--- src/rtl/cpu_pkg.sv ---
`default_nettype none
// ============================================================================
// Module      : cpu_pkg
// Description : Shared constants and types for the multicycle datapath,
//               including the serial compare sequencer state encoding.
// Revision    : 1.0 - initial release
// ============================================================================
package cpu_pkg;

  localparam logic [1:0] SC_IDLE = 2'd0;
  localparam logic [1:0] SC_RUN  = 2'd1;
  localparam logic [1:0] SC_FIN  = 2'd2;

  localparam int CMP_WIDTH = 32;

  typedef enum logic [1:0] {
    ST_IDLE = SC_IDLE,
    ST_RUN  = SC_RUN,
    ST_FIN  = SC_FIN
  } sc_state_t;

endpackage
`default_nettype wire

--- src/rtl/comparator1x2.sv ---
`default_nettype none
// ============================================================================
// Module      : comparator1x2
// Description : One-bit cascadable magnitude compare step. Once an upstream
//               (more significant) decision exists on lti/gti it is passed
//               through; otherwise the local bit pair decides.
// Revision    : 1.0 - initial release
// ============================================================================
module comparator1x2 (
  input  logic a,
  input  logic b,
  input  logic lti,
  input  logic gti,
  output logic lt,
  output logic gt
);

  assign lt = lti | (~gti & ~a &  b);
  assign gt = gti | (~lti &  a & ~b);

endmodule
`default_nettype wire

--- src/rtl/serial_compare_ctrl.sv ---
`default_nettype none
// ============================================================================
// Module      : serial_compare_ctrl
// Description : Bit-serial magnitude compare sequencer. Streams the operands
//               MSB-first through a single comparator1x2 cell, feeding its
//               decision back as cascade input, and holds the lt/eq/gt result
//               until the next accepted request.
// Revision    : 1.0 - initial release
// ============================================================================
module serial_compare_ctrl
  import cpu_pkg::*;
#(
  parameter int WIDTH = CMP_WIDTH
) (
  input  logic             clk,
  input  logic             reset,
  input  logic             start,
  input  logic             is_signed,
  input  logic [WIDTH-1:0] a,
  input  logic [WIDTH-1:0] b,
  output logic             busy,
  output logic             done,
  output logic             lt,
  output logic             eq,
  output logic             gt
);

  localparam int CW = $clog2(WIDTH);
  // Flipping the sign bit maps two's-complement order onto unsigned order.
  localparam logic [WIDTH-1:0] C_MSB_MASK = {1'b1, {(WIDTH-1){1'b0}}};

  sc_state_t        r_state;
  sc_state_t        w_next;
  logic [WIDTH-1:0] r_sa;
  logic [WIDTH-1:0] r_sb;
  logic [CW-1:0]    r_cnt;
  logic             r_flt;
  logic             r_fgt;
  logic             r_done;
  logic             r_lt;
  logic             r_eq;
  logic             r_gt;
  logic             w_cell_lt;
  logic             w_cell_gt;
  logic             w_busy;

  comparator1x2 u_cmp (
    .a   (r_sa[WIDTH-1]),
    .b   (r_sb[WIDTH-1]),
    .lti (r_flt),
    .gti (r_fgt),
    .lt  (w_cell_lt),
    .gt  (w_cell_gt)
  );

  // State register.
  always_ff @(posedge clk) begin
    if (reset) begin
      r_state <= ST_IDLE;
    end else begin
      r_state <= w_next;
    end
  end

  // Next-state and busy decode; RUN exits early once the cell has decided.
  always_comb begin
    w_next = r_state;
    w_busy = 1'b0;
    case (r_state)
      ST_IDLE: begin
        if (start) begin
          w_next = ST_RUN;
        end
      end
      ST_RUN: begin
        w_busy = 1'b1;
        if (w_cell_lt || w_cell_gt || (r_cnt == '0)) begin
          w_next = ST_FIN;
        end
      end
      ST_FIN: begin
        w_next = ST_IDLE;
      end
      default: begin
        w_next = ST_IDLE;
      end
    endcase
  end

  // Operand shift registers, bit counter, decision flags and held result.
  always_ff @(posedge clk) begin
    if (reset) begin
      r_sa   <= '0;
      r_sb   <= '0;
      r_cnt  <= '0;
      r_flt  <= 1'b0;
      r_fgt  <= 1'b0;
      r_done <= 1'b0;
      r_lt   <= 1'b0;
      r_eq   <= 1'b0;
      r_gt   <= 1'b0;
    end else begin
      r_done <= 1'b0;
      case (r_state)
        ST_IDLE: begin
          if (start) begin
            r_sa  <= is_signed ? (a ^ C_MSB_MASK) : a;
            r_sb  <= is_signed ? (b ^ C_MSB_MASK) : b;
            r_cnt <= CW'(WIDTH-1);
            r_flt <= 1'b0;
            r_fgt <= 1'b0;
            r_lt  <= 1'b0;
            r_eq  <= 1'b0;
            r_gt  <= 1'b0;
          end
        end
        ST_RUN: begin
          r_flt <= w_cell_lt;
          r_fgt <= w_cell_gt;
          r_sa  <= r_sa << 1;
          r_sb  <= r_sb << 1;
          r_cnt <= r_cnt - 1'b1;
        end
        ST_FIN: begin
          r_lt   <= r_flt;
          r_gt   <= r_fgt;
          r_eq   <= ~r_flt & ~r_fgt;
          r_done <= 1'b1;
        end
        default: begin
          r_done <= 1'b0;
        end
      endcase
    end
  end

  assign busy = w_busy;
  assign done = r_done;
  assign lt   = r_lt;
  assign eq   = r_eq;
  assign gt   = r_gt;

endmodule
`default_nettype wire

--- config.mk ---
export PLATFORM = sky130hd
export DESIGN_NAME = serial_compare_ctrl
export DESIGN_NICKNAME = d
export VERILOG_FILES = /design/src/rtl/cpu_pkg.sv /design/src/rtl/comparator1x2.sv /design/src/rtl/serial_compare_ctrl.sv
export SDC_FILE = /design/constraint.sdc
export NUM_CORES = 1
export LEC_CHECK = 0
export CORE_ASPECT_RATIO = 2
export CORE_MARGIN = 2
export CORE_UTILIZATION = 30
export DETAILED_ROUTE_END_ITERATION = 7
export GPL_TIMING_DRIVEN = 1
export PLACE_DENSITY = 0.52
export RECOVER_POWER = 25
export SETUP_SLACK_MARGIN = 0.05
export SLEW_MARGIN = 30
export SYNTH_ARGS = -nofsm -noshare
export SYNTH_HDL_FRONTEND = slang
export SYNTH_SLANG_ARGS = --single-unit
--- constraint.sdc ---
create_clock -name clk -period 1.7 [get_ports clk]
set_clock_uncertainty 0.2 [all_clocks]
set_input_delay 0.34 -clock clk [delete_from_list [all_inputs] [get_ports clk]]
set_output_delay 0.34 -clock clk [all_outputs]
set_load 0.02 [all_outputs]
==> results.json, run 1 <==
{
  "yosysTopAreaCellShare_pct": 39.0,
  "rsz0062_at_grt": "true",
  "antenna_left": 0,
  "pre_cts_slack_ns": -0.298,
  "synth_cell_types": 42,
  "cp-start-kind": "register",
  "syn_inst": 420,
  "layout-drive-gt1-share_pct": 31.5,
  "cp_num_buf_inv": 2,
  "placed_cells": 623,
  "avgSynthCellArea_sq_um": 9.40,
  "core-area_sq_um": 12900,
  "path_class": "reg -> reg",
  "power_frac_seq_pct": 36.6,
  "netlist_area_sq_um": 3950,
  "synth.most_common_cell": "dfxtp_1",
  "synth_seq_area_share_pct": 39.0,
  "cts.clk_slew.worst_paths_ns": 0.06,
  "multi_input_area_sq_um": 2080,
  "setup_viol": 0,
  "fmax_mhz": 600,
  "clock-sinks": 77,
  "cts_root_buffer": "clkbuf_16",
  "final_nets": 559,
  "pwr-share-clk_pct": 30.3,
  "synth_fp_nets": 489,
  "final-seq-area_sq_um": 1540,
  "endpoint_kind": "register",
  "drc": 0,
  "synth_top_area_cell": "dfxtp_1",
  "power_density_nw_per_um2": 1200,
  "min_path_type": "in -> reg",
  "grt_pass1_vias": 3308,
  "async_flop_share_pct": 0,
  "htree_levels": 3,
  "place_hpwl_mm": 6.52,
  "layout_min_cycle_time_ns": 1.67,
  "port_buffers": 72,
  "intPower_mw": 4.23,
  "area_growth_pct": 32.5,
  "grt_max_degree": 65,
  "whs_ns": 0.170,
  "leakage_nw": 2.01,
  "grt-ovfl-total": 0,
  "gp_congestion": 0.747,
  "hold_violations": 0,
  "crit_arrival_ns": 1.72,
  "die-height_um": 166,
  "avgRoutedWirePerCell_um": 16.0,
  "path_cells": "buf_6 > o21bai_4 > bufbuf_16 > a21oi_2 > a211oi_2",
  "grt_pass1_wl_mm": 16.2,
  "required_ns": 1.76,
  "ios": 73,
  "vias": 3230,
  "stdcell_count": 647,
  "fin_crit_sh_pct": 98.1,
  "antenna_found_initial": 0,
  "tightestPinTransition_ns": 0.441,
  "fin_tns_setup_ns": 0,
  "synth.area.top_cells": "dfxtp_1, a211oi_2, a21oi_2",
  "status": "complete, no violations",
  "crit_path_max_fanout": 16,
  "n_antenna_cell": 0,
  "n_fill_cell": 1283,
  "clk_latency_ns": 0.33,
  "grtUsageTotal_pct": 14.4,
  "cts_tree": "yes",
  "final_max_slew_viol_count": 0,
  "crit_family": "compound AO/OA/AOI/OAI gates",
  "finalWirelength_mm": 10.4,
  "comb_power_share_pct": 33.1,
  "synth-main-ff-cell": "dfxtp_1",
  "clock_path_buffers": 2,
  "first_pass_iters": 4,
  "yosysWarnings": 0,
  "cap_viol_max_count": 0,
  "routed_via_density": 4.99,
  "crit_slowest_cell": "bufbuf_16",
  "dieWidth_um": 85.1,
  "ir_drop_uv": 527,
  "relSlewSlack_pct": 70.6,
  "start_util_pct": 30.6,
  "ys_ff_latch": 77,
  "synth_edf_count": 0,
  "switching_power_mw": 2.06,
  "netlist_top_cells_count": "dfxtp_1, nor2_1, nand2_1, a211oi_2, a21oi_2",
  "switching_share_pct": 32.7,
  "cts_buffers": 9,
  "cpPeakStageDelay_ns": 0.37,
  "drt_iter0_drc": 90,
  "rows": 59,
  "dieArea_sq_um": 14200,
  "setup_slack_ns": 0.0330
}
[per-layer routing]
layer  part of all wire [%]  global-route usage (%)
met1                     40                    16.1
met2                     55                    26.4
met3                    2.9                    2.24
met4                    1.8                    6.00
met5                      0                       0
[repair_timing]
item | in CTS | in global routing
pin swaps | 1 | 2
cloned | 3 | 3
setup buffers | 0 | 2
hold buffers | 0 | 0
setup endpoints to repair | 10 | 63
resized for setup | 10 | 13
[tightest hold or removal path: stages]
cell    delay [ns]
buf_4         0.13
nor2_1        0.08
o31a_1        0.10
[flip-flops by register name (all words and copies together), names as in the netlist]
name,count
done,1
eq,1
gt,1
lt,1
r_cnt,5
r_fgt,1
r_flt,1
r_sa,32
r_sb,32
r_state,2
[logic make-up (layout without fill, tap and decap cells)]
family,Yosys count,in the layout,share of synthesized area (%)
xor+xnor,3,3,0.665
simple gates,155,155,16.0
mux,1,1,0.253
compound gates,140,140,34.9
fa+ha+maj,1,1,0.317
buf+inv,43,118,8.77
flops,77,77,39.0
[power by group through the flow]
stage / clock [mW] / combinational (mW) / sequential (mW)
floorplan: 0 / 1.51 / 2.29
finish: 1.90 / 2.08 / 2.30
CTS: 1.95 / 1.99 / 2.30
detailed placement: 0 / 1.87 / 2.33
global placement: 0 / 1.84 / 2.33
global route: 2.04 / 2.29 / 2.33
[layout make-up]
cell class | instances | share of cell area [%]
Tap cell | 152 | 3.63
Sequential cell | 77 | 29.5
Clock inverter | 5 | 0.956
Timing Repair Buffer | 97 | 21.1
Clock buffer | 11 | 4.64
Multi-Input combinational cell | 300 | 39.8
Inverter | 5 | 0.454
[worst paths after layout]
check | from | endpoint | slack (ns) | cells after the start
max | r_state[0] | r_sb[6] | 0.03 | 5
min | reset | r_state[1] | 0.17 | 3
max reg2reg | r_state[0] | r_sb[6] | 0.03 | 5
min reg2reg | r_sb[15] | r_sb[16] | 0.28 | 2
[metrics by stage]
step | instance area [sq um] | total power, mW | utilization [%]
finish | 5230 | 6.29 | 40.5
floorplan | 3950 | 3.80 | -
global route | 5230 | 6.65 | 40.5
detailed placement | 4740 | 4.21 | 36.7
global placement | 4740 | 4.16 | 36.7
CTS | 5130 | 6.24 | 39.7
[cell usage in the layout (no fill, tap or decap), types with 6 or more instances in the layout]
master / instances
buf_4: 10
dfxtp_1: 76
nand2_1: 65
clkdlybuf4s50_1: 65
a21oi_1: 10
buf_6: 6
clkbuf_16: 11
nor2_1: 75
a211oi_2: 56
a21oi_2: 50
(Power assumes the default switching activity.)
==> run 2: changes to the inputs <==
==> constraint.sdc (replaced) <==
create_clock -name clk -period 1.7 [get_ports clk]
set_clock_uncertainty 0.2 [all_clocks]
set_input_delay 0.51 -clock clk [delete_from_list [all_inputs] [get_ports clk]]
set_output_delay 0.51 -clock clk [all_outputs]
set_load 0.02 [all_outputs]
==> results.json, run 2 (synthesis results as in run 1) <==
{
  "switching_share_pct": 32.2,
  "cts_root_buffer": "clkbuf_16",
  "gp_congestion": 0.772,
  "core-area_sq_um": 12900,
  "crit_path_max_fanout": 2,
  "avgRoutedWirePerCell_um": 15.6,
  "final_max_slew_viol_count": 0,
  "leakage_nw": 2.01,
  "dieWidth_um": 85.1,
  "place_hpwl_mm": 6.63,
  "finalWirelength_mm": 10.1,
  "crit_arrival_ns": 0.97,
  "vias": 3240,
  "tightestPinTransition_ns": 0.422,
  "cts_buffers": 9,
  "endpoint_kind": "output port",
  "fin_tns_setup_ns": 0,
  "grt_max_degree": 63,
  "cts_tree": "yes",
  "rsz0062_at_grt": "true",
  "final_cell_mix": "nor2_1, dfxtp_1, nand2_1",
  "clock-sinks": 77,
  "finish.utilization_pct": 40.8,
  "drc": 0,
  "crit_slowest_cell": "dfxtp_2",
  "port_buffers": 72,
  "intPower_mw": 4.32,
  "power_frac_seq_pct": 36.2,
  "clk_latency_ns": 0.33,
  "ir_drop_uv": 570,
  "grt_pass1_vias": 3464,
  "power_density_nw_per_um2": 1210,
  "pwr-share-clk_pct": 31.2,
  "ios": 73,
  "min_path_type": "reg -> reg",
  "fmax_mhz": 596,
  "routed_via_density": 4.98,
  "first_pass_iters": 4,
  "hold_buffers": 0,
  "antenna_found_initial": 0,
  "hold_violations": 0,
  "layout_min_cycle_time_ns": 1.68,
  "rows": 59,
  "path_cells": "nand2b_4 > inv_4 > buf_6",
  "setup_viol": 0,
  "die-height_um": 166,
  "antenna_left": 0,
  "start_util_pct": 30.6,
  "clock_path_buffers": 2,
  "reg_top3": "r_sa x32, r_sb x32, r_cnt x5",
  "status": "complete, no violations",
  "cp-start-kind": "register",
  "setup_slack_ns": 0.0212,
  "final_nets": 562,
  "required_ns": 0.99,
  "cpPeakStageDelay_ns": 0.31,
  "relSlewSlack_pct": 71.9,
  "grtUsageTotal_pct": 15.0,
  "pre_cts_slack_ns": -0.484,
  "grt-ovfl-total": 0,
  "n_antenna_cell": 0,
  "grt_pass1_wl_mm": 16.9,
  "fin_crit_sh_pct": 98.8,
  "htree_levels": 3,
  "cap_viol_max_count": 0,
  "comb_power_share_pct": 32.6,
  "path_class": "reg -> out",
  "layout-drive-gt1-share_pct": 33.3,
  "cts.clk_slew.worst_paths_ns": 0.06,
  "drt_iter0_drc": 118,
  "switching_power_mw": 2.05,
  "area_growth_pct": 33.3,
  "dieArea_sq_um": 14200
}
-- run 2: worst paths after layout --
path	start	to	slack [ns]	cells after the start
max	r_state[1]	busy	0.02	3
min	r_sb[15]	r_sb[16]	0.28	2
max reg2reg	r_state[1]	r_sb[7]	0.08	5
min reg2reg	r_sb[15]	r_sb[16]	0.28	2
-- run 2: power groups by stage --
| stage | combinational (mW) | sequential (mW) | clock (mW) |
|---|---|---|---|
| floorplan | 1.51 | 2.29 | 0 |
| global placement | 1.86 | 2.32 | 0 |
| detailed placement | 1.89 | 2.34 | 0 |
| CTS | 2.02 | 2.30 | 2.02 |
| global route | 2.30 | 2.33 | 2.10 |
| finish | 2.08 | 2.31 | 1.99 |
-- run 2: final cells by class --
cell class	count	area, sq um
fillers	1265	7650
multi-input cells	300	2090
clock inverters	3	42.5
well taps	152	190
repair buffers	100	1110
clock buffers	13	270
inverters	5	21.3
flip-flops and latches	77	1540
-- run 2: worst max-delay path, delay by kind of cell (launching register included) --
family,cells,cell delay [ns]
DFF,1,0.31
buffers and inverters,2,0.17
and+or+nand+nor,1,0.16
-- run 2: repair_timing --
action / CTS / global route
gates cloned: 2 / 3
resized for setup: 31 / 11
pin swaps: 2 / 5
endpoints found under the setup margin: 75 / 64
buffers inserted: 3 / 0
-- run 2: routing by layer --
layer | part of all wire [%] | up-vias | wire length [um] | global-route usage [%]
li1 | - | 1619 | - | -
met1 | 40 | 1551 | 4060 | 16.7
met2 | 54 | 56 | 5490 | 26.6
met3 | 3.0 | 14 | 302 | 2.53
met4 | 2.8 | 0 | 280 | 7.80
met5 | 0 | - | 0 | 0
-- run 2: per-stage QoR --
stage | instance area, sq um | hold slack [ns] | total power [mW] | std cells
after CTS | 5180 | 0.282 | 6.35 | 647
final | 5270 | 0.281 | 6.37 | 650
after global routing | 5270 | 0.319 | 6.74 | 650
after detailed placement | 4760 | 0.269 | 4.23 | 626
after global placement | 4760 | 0.254 | 4.19 | 626
after floorplan | 3950 | 0.246 | 3.80 | 420
